## config.mk

```make
export PLATFORM = sky130hd
export DESIGN_NAME = mole_game_ctrl_flat
export DESIGN_NICKNAME = d
export VERILOG_FILES = /design/src/rtl/mole_game_if.sv /design/src/rtl/mole_game_ctrl.sv /design/src/flat_wrapper.sv
export SDC_FILE = /design/constraint.sdc
export NUM_CORES = 1
export LEC_CHECK = 0
export CAP_MARGIN = 10
export CORE_MARGIN = 4
export CORE_UTILIZATION = 30
export DETAILED_ROUTE_END_ITERATION = 7
export PLACE_DENSITY = 0.59
export SLEW_MARGIN = 20
export SYNTH_ARGS = -nofsm -noshare
export SYNTH_HDL_FRONTEND = slang
export SYNTH_SLANG_ARGS = --single-unit
```

## constraint.sdc

```tcl
create_clock -name clk -period 5.38 [get_ports clk]
set_input_delay 1.076 -clock clk [delete_from_list [all_inputs] [get_ports clk]]
set_output_delay 1.076 -clock clk [all_outputs]
set_load 0.005 [all_outputs]
```

## src/rtl/mole_game_if.sv

```systemverilog
// rtl/mole_game_if.sv - board/ring-counter side signals of the whack-a-mole game sequencer
interface mole_game_if #(
  parameter int NUM_POS = 10,
  parameter int SCORE_W = 8
);
  logic               start_btn;
  logic [NUM_POS-1:0] hit_btn;
  logic [NUM_POS-1:0] mole_posit;
  logic               ring_en;
  logic               ring_reset;
  logic [SCORE_W-1:0] score;
  logic [2:0]         lives;
  logic               led_flash;
  logic               game_over;
  logic               game_won;

  modport master (
    input  start_btn, hit_btn, mole_posit,
    output ring_en, ring_reset, score, lives, led_flash, game_over, game_won
  );

  modport slave (
    output start_btn, hit_btn, mole_posit,
    input  ring_en, ring_reset, score, lives, led_flash, game_over, game_won
  );
endinterface

```

## src/rtl/mole_game_ctrl.sv

```systemverilog
// rtl/mole_game_ctrl.sv - whack-a-mole game sequencer: ring counter control, hit judging, score and lives
module mole_game_ctrl #(
  parameter int NUM_POS      = 10,
  parameter int TICK_DIV     = 4,
  parameter int FREEZE_TICKS = 2,
  parameter int MAX_LIVES    = 3,
  parameter int WIN_SCORE    = 9,
  parameter int SCORE_W      = 8
) (
  input  logic       clk,
  input  logic       game_reset_n,
  mole_game_if.master bus
);
  localparam int HOLD = FREEZE_TICKS * TICK_DIV;
  localparam int TW   = (HOLD > 1) ? $clog2(HOLD) : 1;
  localparam logic [TW-1:0]      TICK_LAST  = TW'(TICK_DIV - 1);
  localparam logic [TW-1:0]      HOLD_LAST  = TW'(HOLD - 1);
  localparam logic [SCORE_W-1:0] SCORE_MAX  = '1;
  localparam logic [SCORE_W-1:0] SCORE_WIN  = SCORE_W'(WIN_SCORE);
  localparam logic [2:0]         LIVES_INIT = 3'(MAX_LIVES);

  typedef enum logic [2:0] {
    S_IDLE = 3'd0,
    S_LOAD = 3'd1,
    S_RUN  = 3'd2,
    S_HIT  = 3'd3,
    S_MISS = 3'd4,
    S_OVER = 3'd5,
    S_WIN  = 3'd6
  } state_t;

  state_t             state_q, state_next;
  logic [TW-1:0]      tick_q, tick_next;
  logic               start_d;
  logic [NUM_POS-1:0] hit_d;
  logic [SCORE_W-1:0] score_q, score_next, score_inc;
  logic [2:0]         lives_q, lives_next;
  logic               ring_en_q, ring_en_next;
  logic               ring_reset_q, led_flash_q, game_over_q, game_won_q;
  logic               start_rise, hit_rise, hit_ok;

  assign start_rise = bus.start_btn & ~start_d;
  assign hit_rise   = (|bus.hit_btn) & ~(|hit_d);
  // A correct hit needs exactly one button matching a well-formed one-hot mole.
  assign hit_ok     = (bus.hit_btn == bus.mole_posit) && $onehot(bus.mole_posit);
  assign score_inc  = (score_q == SCORE_MAX) ? score_q : score_q + SCORE_W'(1);

  always_ff @(posedge clk) begin
    if (!game_reset_n) begin
      state_q      <= S_IDLE;
      tick_q       <= '0;
      start_d      <= 1'b0;
      hit_d        <= '0;
      score_q      <= '0;
      lives_q      <= LIVES_INIT;
      ring_en_q    <= 1'b0;
      ring_reset_q <= 1'b1;
      led_flash_q  <= 1'b0;
      game_over_q  <= 1'b0;
      game_won_q   <= 1'b0;
    end else begin
      state_q      <= state_next;
      tick_q       <= tick_next;
      start_d      <= bus.start_btn;
      hit_d        <= bus.hit_btn;
      score_q      <= score_next;
      lives_q      <= lives_next;
      ring_en_q    <= ring_en_next;
      ring_reset_q <= (state_next == S_IDLE) || (state_next == S_LOAD);
      led_flash_q  <= (state_next == S_HIT);
      game_over_q  <= (state_next == S_OVER);
      game_won_q   <= (state_next == S_WIN);
    end
  end

  always_comb begin
    state_next   = state_q;
    tick_next    = tick_q;
    score_next   = score_q;
    lives_next   = lives_q;
    ring_en_next = 1'b0;
    case (state_q)
      S_IDLE: if (start_rise) state_next = S_LOAD;
      S_LOAD: begin
        state_next = S_RUN;
        tick_next  = '0;
      end
      S_RUN: begin
        if (tick_q == TICK_LAST) begin
          tick_next    = '0;
          ring_en_next = 1'b1;
        end else begin
          tick_next = tick_q + TW'(1);
        end
        if (hit_rise) begin
          if (hit_ok) begin
            score_next   = score_inc;
            tick_next    = '0;
            ring_en_next = 1'b0;
            state_next   = (score_inc == SCORE_WIN) ? S_WIN : S_HIT;
          end else begin
            state_next = S_MISS;
          end
        end
      end
      S_HIT: begin
        if (tick_q == HOLD_LAST) begin
          tick_next  = '0;
          state_next = S_RUN;
        end else begin
          tick_next = tick_q + TW'(1);
        end
      end
      S_MISS: begin
        lives_next = (lives_q == 3'd0) ? 3'd0 : lives_q - 3'd1;
        state_next = (lives_q <= 3'd1) ? S_OVER : S_RUN;
      end
      S_OVER, S_WIN: if (start_rise) state_next = S_LOAD;
      default: state_next = S_IDLE;
    endcase
    if (state_next == S_LOAD) begin
      score_next = '0;
      lives_next = LIVES_INIT;
      tick_next  = '0;
    end
  end

  assign bus.ring_en    = ring_en_q;
  assign bus.ring_reset = ring_reset_q;
  assign bus.score      = score_q;
  assign bus.lives      = lives_q;
  assign bus.led_flash  = led_flash_q;
  assign bus.game_over  = game_over_q;
  assign bus.game_won   = game_won_q;
endmodule
```

## src/flat_wrapper.sv

```systemverilog
// flat-port wrapper written by rule: the top's interface ports become plain ports
module mole_game_ctrl_flat 
#(
  parameter int NUM_POS      = 10,
  parameter int TICK_DIV     = 4,
  parameter int FREEZE_TICKS = 2,
  parameter int MAX_LIVES    = 3,
  parameter int WIN_SCORE    = 9,
  parameter int SCORE_W      = 8
)
  (clk, game_reset_n, bus_start_btn, bus_hit_btn, bus_mole_posit, bus_ring_en, bus_ring_reset, bus_score, bus_lives, bus_led_flash, bus_game_over, bus_game_won);
  mole_game_if #(.NUM_POS(NUM_POS), .SCORE_W(SCORE_W)) bus_i ();
  input  logic clk;
  input  logic game_reset_n;
  input wire logic [$bits(bus_i.start_btn)-1:0] bus_start_btn;
  input wire logic [$bits(bus_i.hit_btn)-1:0] bus_hit_btn;
  input wire logic [$bits(bus_i.mole_posit)-1:0] bus_mole_posit;
  output wire logic [$bits(bus_i.ring_en)-1:0] bus_ring_en;
  output wire logic [$bits(bus_i.ring_reset)-1:0] bus_ring_reset;
  output wire logic [$bits(bus_i.score)-1:0] bus_score;
  output wire logic [$bits(bus_i.lives)-1:0] bus_lives;
  output wire logic [$bits(bus_i.led_flash)-1:0] bus_led_flash;
  output wire logic [$bits(bus_i.game_over)-1:0] bus_game_over;
  output wire logic [$bits(bus_i.game_won)-1:0] bus_game_won;
  assign bus_i.start_btn = bus_start_btn;
  assign bus_i.hit_btn = bus_hit_btn;
  assign bus_i.mole_posit = bus_mole_posit;
  assign bus_ring_en = bus_i.ring_en;
  assign bus_ring_reset = bus_i.ring_reset;
  assign bus_score = bus_i.score;
  assign bus_lives = bus_i.lives;
  assign bus_led_flash = bus_i.led_flash;
  assign bus_game_over = bus_i.game_over;
  assign bus_game_won = bus_i.game_won;
  mole_game_ctrl #(.NUM_POS(NUM_POS), .TICK_DIV(TICK_DIV), .FREEZE_TICKS(FREEZE_TICKS), .MAX_LIVES(MAX_LIVES), .WIN_SCORE(WIN_SCORE), .SCORE_W(SCORE_W)) u_core (.clk(clk), .game_reset_n(game_reset_n), .bus(bus_i));
endmodule
```

== Word-level counts from Yosys, hierarchy flattened ==
Cells that the tools add are included.

* Bits in registers: 33
* Input port bits: 23
* Output and inout bits: 16
* Word-level logic and storage cells: 74

* Add/sub/neg operators: 12
* Order comparisons: 1
* Equality and inequality tests: 16
* Multiplexer cells: 17
* Bitwise operators: 5
* Reductions and logical operators: 12

{| class="wikitable"
|+ Operators by type and width
! operator !! count
|-
| $mux 3 || 11
|-
| $reduce_or 10->1 || 2
|-
| $eq 3x3->1 const B || 6
|-
| $add 4x4->4 || 4
|-
| $pmux 3 s5 || 1
|-
| $eq 3x2->1 const B || 4
|-
| $add 1x1->2 || 5
|-
| $eq 10x10->1 || 1
|-
| $logic_not 3->1 || 3
|-
| $pmux 3 s3 || 1
|-
| $add 8x1->8 const B || 1
|-
| $eq 8x4->1 const B || 1
|-
| $eq 8x8->1 const B || 1
|-
| $mux 8 || 1
|-
| $eq 3x1->1 const B || 2
|-
| $eq 4x1->1 const B || 1
|-
| $add 3x1->3 const B || 1
|-
| $le 3x1->1 const B || 1
|-
| $mux 1 || 3
|-
| $not 1->1 || 3
|-
| $reduce_and 3->1 || 1
|-
| $reduce_bool 3->1 || 1
|-
| $reduce_or 3->1 || 1
|-
| $sub 3x1->3 const B || 1
|-
| 5 further kinds || 6
|}

== Depth between registers and ports, before layout ==
* Depth in word-level cells: 11
* Gate-level depth with buffers: 15

== Worst setup path before layout ==
OpenSTA, ideal clock, no wires.

* Kind: input to register
* From: in bus_mole_posit[4]
* To: reg u_core.score_q[5], in the netlist u_core.bus.score[5]
* Library setup time: 0.070 ns
* Arrival time: 4.378 ns
* Slack: 0.932 ns
* Stages: 14
* Buffers on the path: 0
* Cell sequence: ha_1 > inv_1 > fa_1 > fa_1 > inv_1 > fa_1 > inv_1 > fa_1 > and3b_1 > nand4_1 > nor4_2 > nand3b_1 > or4_1 > a21oi_1

* Word-level cells in the longest chain between the ends: 11

{| class="wikitable"
|+ RTL lines
! element !! line !! RTL
|-
| start, declared || flat_wrapper.sv:17 || <nowiki>input wire logic [$bits(bus_i.mole_posit)-1:0] bus_mole_posit;</nowiki>
|-
| $add 1x1->2 (implied by the code) || mole_game_ctrl.sv:45 || <nowiki>assign hit_ok = (bus.hit_btn == bus.mole_posit) && $onehot(bus.mole_posit);</nowiki>
|-
| $add 4x4->4 (implied by the code) (3 in series) || mole_game_ctrl.sv:45 ||
|-
| $eq 4x1->1 || mole_game_ctrl.sv:45 ||
|-
| $logic_and 1x1->1 * || mole_game_ctrl.sv:45 ||
|-
| $mux 3 || mole_game_ctrl.sv:96 || <nowiki>if (hit_ok) begin</nowiki>
|-
| $mux 3 || mole_game_ctrl.sv:95 || <nowiki>if (hit_rise) begin</nowiki>
|-
| $pmux 3 s5 || mole_game_ctrl.sv:82 || <nowiki>case (state_q)</nowiki>
|-
| $eq 3x1->1 || mole_game_ctrl.sv:121 || <nowiki>if (state_next == S_LOAD) begin</nowiki>
|-
| $reduce_or 2->1 (no line) || n/a ||
|-
| end signal, assigned || mole_game_ctrl.sv:66 || <nowiki>score_q <= score_next;</nowiki>
|-
| end, declared || mole_game_ctrl.sv:36 || <nowiki>logic [SCORE_W-1:0] score_q, score_next, score_inc;</nowiki>
|}

Mark *: on every way between the ends. The rest lies on a longest branch, timed or not.
A chain may end at the register's enable or synchronous reset.

== Final worst setup path ==
Same ends and word-level chain as after synthesis.

==> flow_summary.json <==
{
  "outcome": "completed",
  "grt_pass1_wl_mm": 7.64,
  "ir_drop_mv": 0.0812,
  "core_area_um2": 6760,
  "p_leak_uw": 0.000992,
  "ys_top_cells_by_area": "dfxtp_1, ha_1, fa_1",
  "dp_slack_ns": 0.206,
  "grt_use_total_pct": 11.1,
  "crit_chain": "clkdlybuf4s50_1 > ha_1 > inv_1 > fa_1 > fa_1 > inv_1 > fa_1 > inv_1 > fa_1 > and3b_1 > nand4_1 > nor4_2 > nand3b_1 > or4_1 > a21oi_1",
  "numCtsBuffers": 5,
  "gp_congestion": 0.793,
  "min_period_ns": 4.89,
  "powerDensity_nw_per_um2": 234,
  "overflow": 0,
  "synthTopCellsByCount": "dfxtp_1, a21oi_1, inv_1, ha_1",
  "clk_pin_slew_ns": 0.08,
  "drive_above_1_share_pct": 7.27,
  "syn_inst": 237,
  "synthMuxAreaShare_pct": 0.481,
  "async_flop_share_pct": 0,
  "worst_r2r_path_depth": 7,
  "drt_first_iter_violations": 123,
  "row_count": 30,
  "ios": 39,
  "synthXorXnorAreaFrac_pct": 5.77,
  "maxCapViolations": 0,
  "critical_path.endpoint_type": "flop",
  "drc": 0,
  "die_area_um2": 8330,
  "arrival_ns": 5.09,
  "dpl-instance-area_um2": 2500,
  "relSlewSlack_pct": 64.7,
  "crit_fanout": 5,
  "whs_ns": 0.467,
  "cp-start-kind": "input pin",
  "ys_seq_area_share_pct": 31.7,
  "syn_area_um2": 2080,
  "yosysMostFrequentCell": "dfxtp_1",
  "firstDrtPassIters": 4,
  "synth_fa_ha_area_share_pct": 14.8,
  "ys_ff_latch": 33,
  "hold_path_class": "reg2reg",
  "post_cts_resized": 0,
  "max_freq_mhz": 205,
  "syn_area_per_cell_um2": 8.78,
  "start_util_pct": 30.8,
  "setup_tns_ns": 0,
  "synth_warnings": 0,
  "fin_util_pct": 38.8,
  "nNetsFinal": 318,
  "synthSimpleGateAreaFrac_pct": 28.4,
  "yosysUniqueCellTypes": 50,
  "area_growth_pct": 25.9,
  "grt_pass1_vias": 1684,
  "cp_slowest_cell": "fa_1",
  "tritoncts": "yes",
  "worstMarginPinSlew_ns": 0.528,
  "cp-endpoint": "u_core.bus.score[5]",
  "n_antenna_cell": 0,
  "clkLatencyLatePin_ns": 0.29,
  "fin_ws_ns": 0.494,
  "cts_setup_buffers": 0,
  "fin_crit_sh_pct": 90.8,
  "viasPerCell": 4.94,
  "die_h_um": 91.3,
  "slowest_delay_ns": 0.55,
  "die_w_um": 91.3,
  "rsz0062_at_grt": "no",
  "routed_wl_mm": 4.52,
  "cts.sinks": 33,
  "r2r_end": "u_core.bus.led_flash",
  "finalHoldViolCount": 0,
  "clock_path_buffers": 2,
  "rrSetupSlack_ns": 3.40,
  "critical_path.startpoint": "bus_mole_posit[4]",
  "yosys.area.top_type": "dfxtp_1",
  "cts_max_level": 2,
  "num_vias": 1754,
  "drv_slew": 0,
  "final-setup-viol-count": 0,
  "ctsHoldBuffers": 0,
  "grt_antenna_before_repair": 0,
  "grt_max_degree": 20,
  "hpwl_mm": 3.63,
  "required_ns": 5.59,
  "crit_type": "in2reg",
  "postLayoutCellArea_um2": 2620,
  "synth_flop_cell": "dfxtp_1",
  "fillers": 704,
  "synth-compound-area-share_pct": 12.5,
  "synth_top_family_by_area": "simple AND/OR/NAND/NOR gates",
  "route.antenna.remaining_nets": 0,
  "crit_top_cell": "fa_1",
  "clockRootBuffer": "clkbuf_8",
  "synth_top_cell_area_share_pct": 31.7,
  "synth_edf_count": 0,
  "clock_skew_ns": 0.0116,
  "syn-num-nets": 281,
  "wl_per_cell_um": 12.7,
  "numPortBuffers": 38
}
==> state kept, by name (all words and copies together) (netlist names), named ones only <==
| register | cells |
|---|---|
| u_core.bus.led_flash | 1 |
| u_core.hit_d | 10 |
| u_core.bus.score | 7 |
| u_core.bus.lives | 3 |
| u_core.state_q | 3 |
| u_core.bus.ring_reset | 1 |
| u_core.start_d | 1 |
| u_core.tick_q | 3 |
| u_core.bus.game_over | 1 |
| u_core.bus.game_won | 1 |
| u_core.bus.ring_en | 1 |
==> per-layer routing <==
| layer | part of all wire [%] | global-route usage, % | vias up |
|---|---|---|---|
| met5 | 0 | 0 | - |
| met4 | 1.4 | 4.02 | 0 |
| met3 | 4.0 | 2.15 | 6 |
| met2 | 49 | 19.1 | 33 |
| met1 | 46 | 13.7 | 808 |
| li1 | - | - | 907 |
==> metrics by stage <==
stage,cells,total power [uW]
after global placement,347,382
final,355,613
after CTS,355,621
after floorplan,237,342
after detailed placement,347,386
after global routing,355,648
==> logic make-up after synthesis <==
family,count (synthesis)
simple gates,99
buf+inv,28
fa+ha+maj,21
flops,33
xor+xnor,12
mux,1
compound gates,43
==> power breakdown <==
part	switching (uW)	internal (uW)
clock network	96.4	139
logic	61.5	59.6
registers	5.74	251
total	164	449
==> critical path: cells and delay by family <==
| family | cells | cell delay [ns] |
|---|---|---|
| fa+ha+maj | 5 | 1.91 |
| simple gates | 5 | 1.29 |
| buf+inv | 4 | 0.65 |
| compound gates | 1 | 0.16 |
==> layout by cell type (no fill, tap or decap), types with 5 or more instances in the layout <==
master,n
o21ai_0,8
nor3_1,7
and2_1,14
nand3_1,12
clkdlybuf4s50_1,38
a21oi_1,20
nor4_1,6
fa_1,6
inv_1,20
nor2_1,11
dfxtp_1,33
xnor2_1,10
ha_1,15
nand2_1,14
clkbuf_8,5
==> area by class of cell <==
| class | instances | area (um2) | share of cell area, % |
|---|---|---|---|
| Clock buffer | 5 | 68.8 | 2.63 |
| Clock inverter | 3 | 46.3 | 1.77 |
| Inverter | 20 | 75.1 | 2.87 |
| Multi-Input combinational cell | 176 | 1290 | 49.2 |
| Sequential cell | 33 | 661 | 25.2 |
| Tap cell | 80 | 100 | 3.82 |
| Timing Repair Buffer | 38 | 380 | 14.5 |
==> worst min path at each step <==
stage | slack [ns] | cells after the start | startpoint | end
3_5_place_dp | 0.46 | 2 | u_core.tick_q[1] | u_core.tick_q[1]
4_1_cts | 0.47 | 2 | u_core.tick_q[1] | u_core.tick_q[1]
5_1_grt | 0.49 | 2 | u_core.tick_q[1] | u_core.tick_q[1]
3_3_place_gp | 0.44 | 2 | u_core.tick_q[1] | u_core.tick_q[1]
6_report | 0.47 | 2 | u_core.tick_q[1] | u_core.tick_q[1]
2_1_floorplan | 0.43 | 2 | u_core.tick_q[1] | u_core.tick_q[1]
Power figures use the tool's default switching activity.
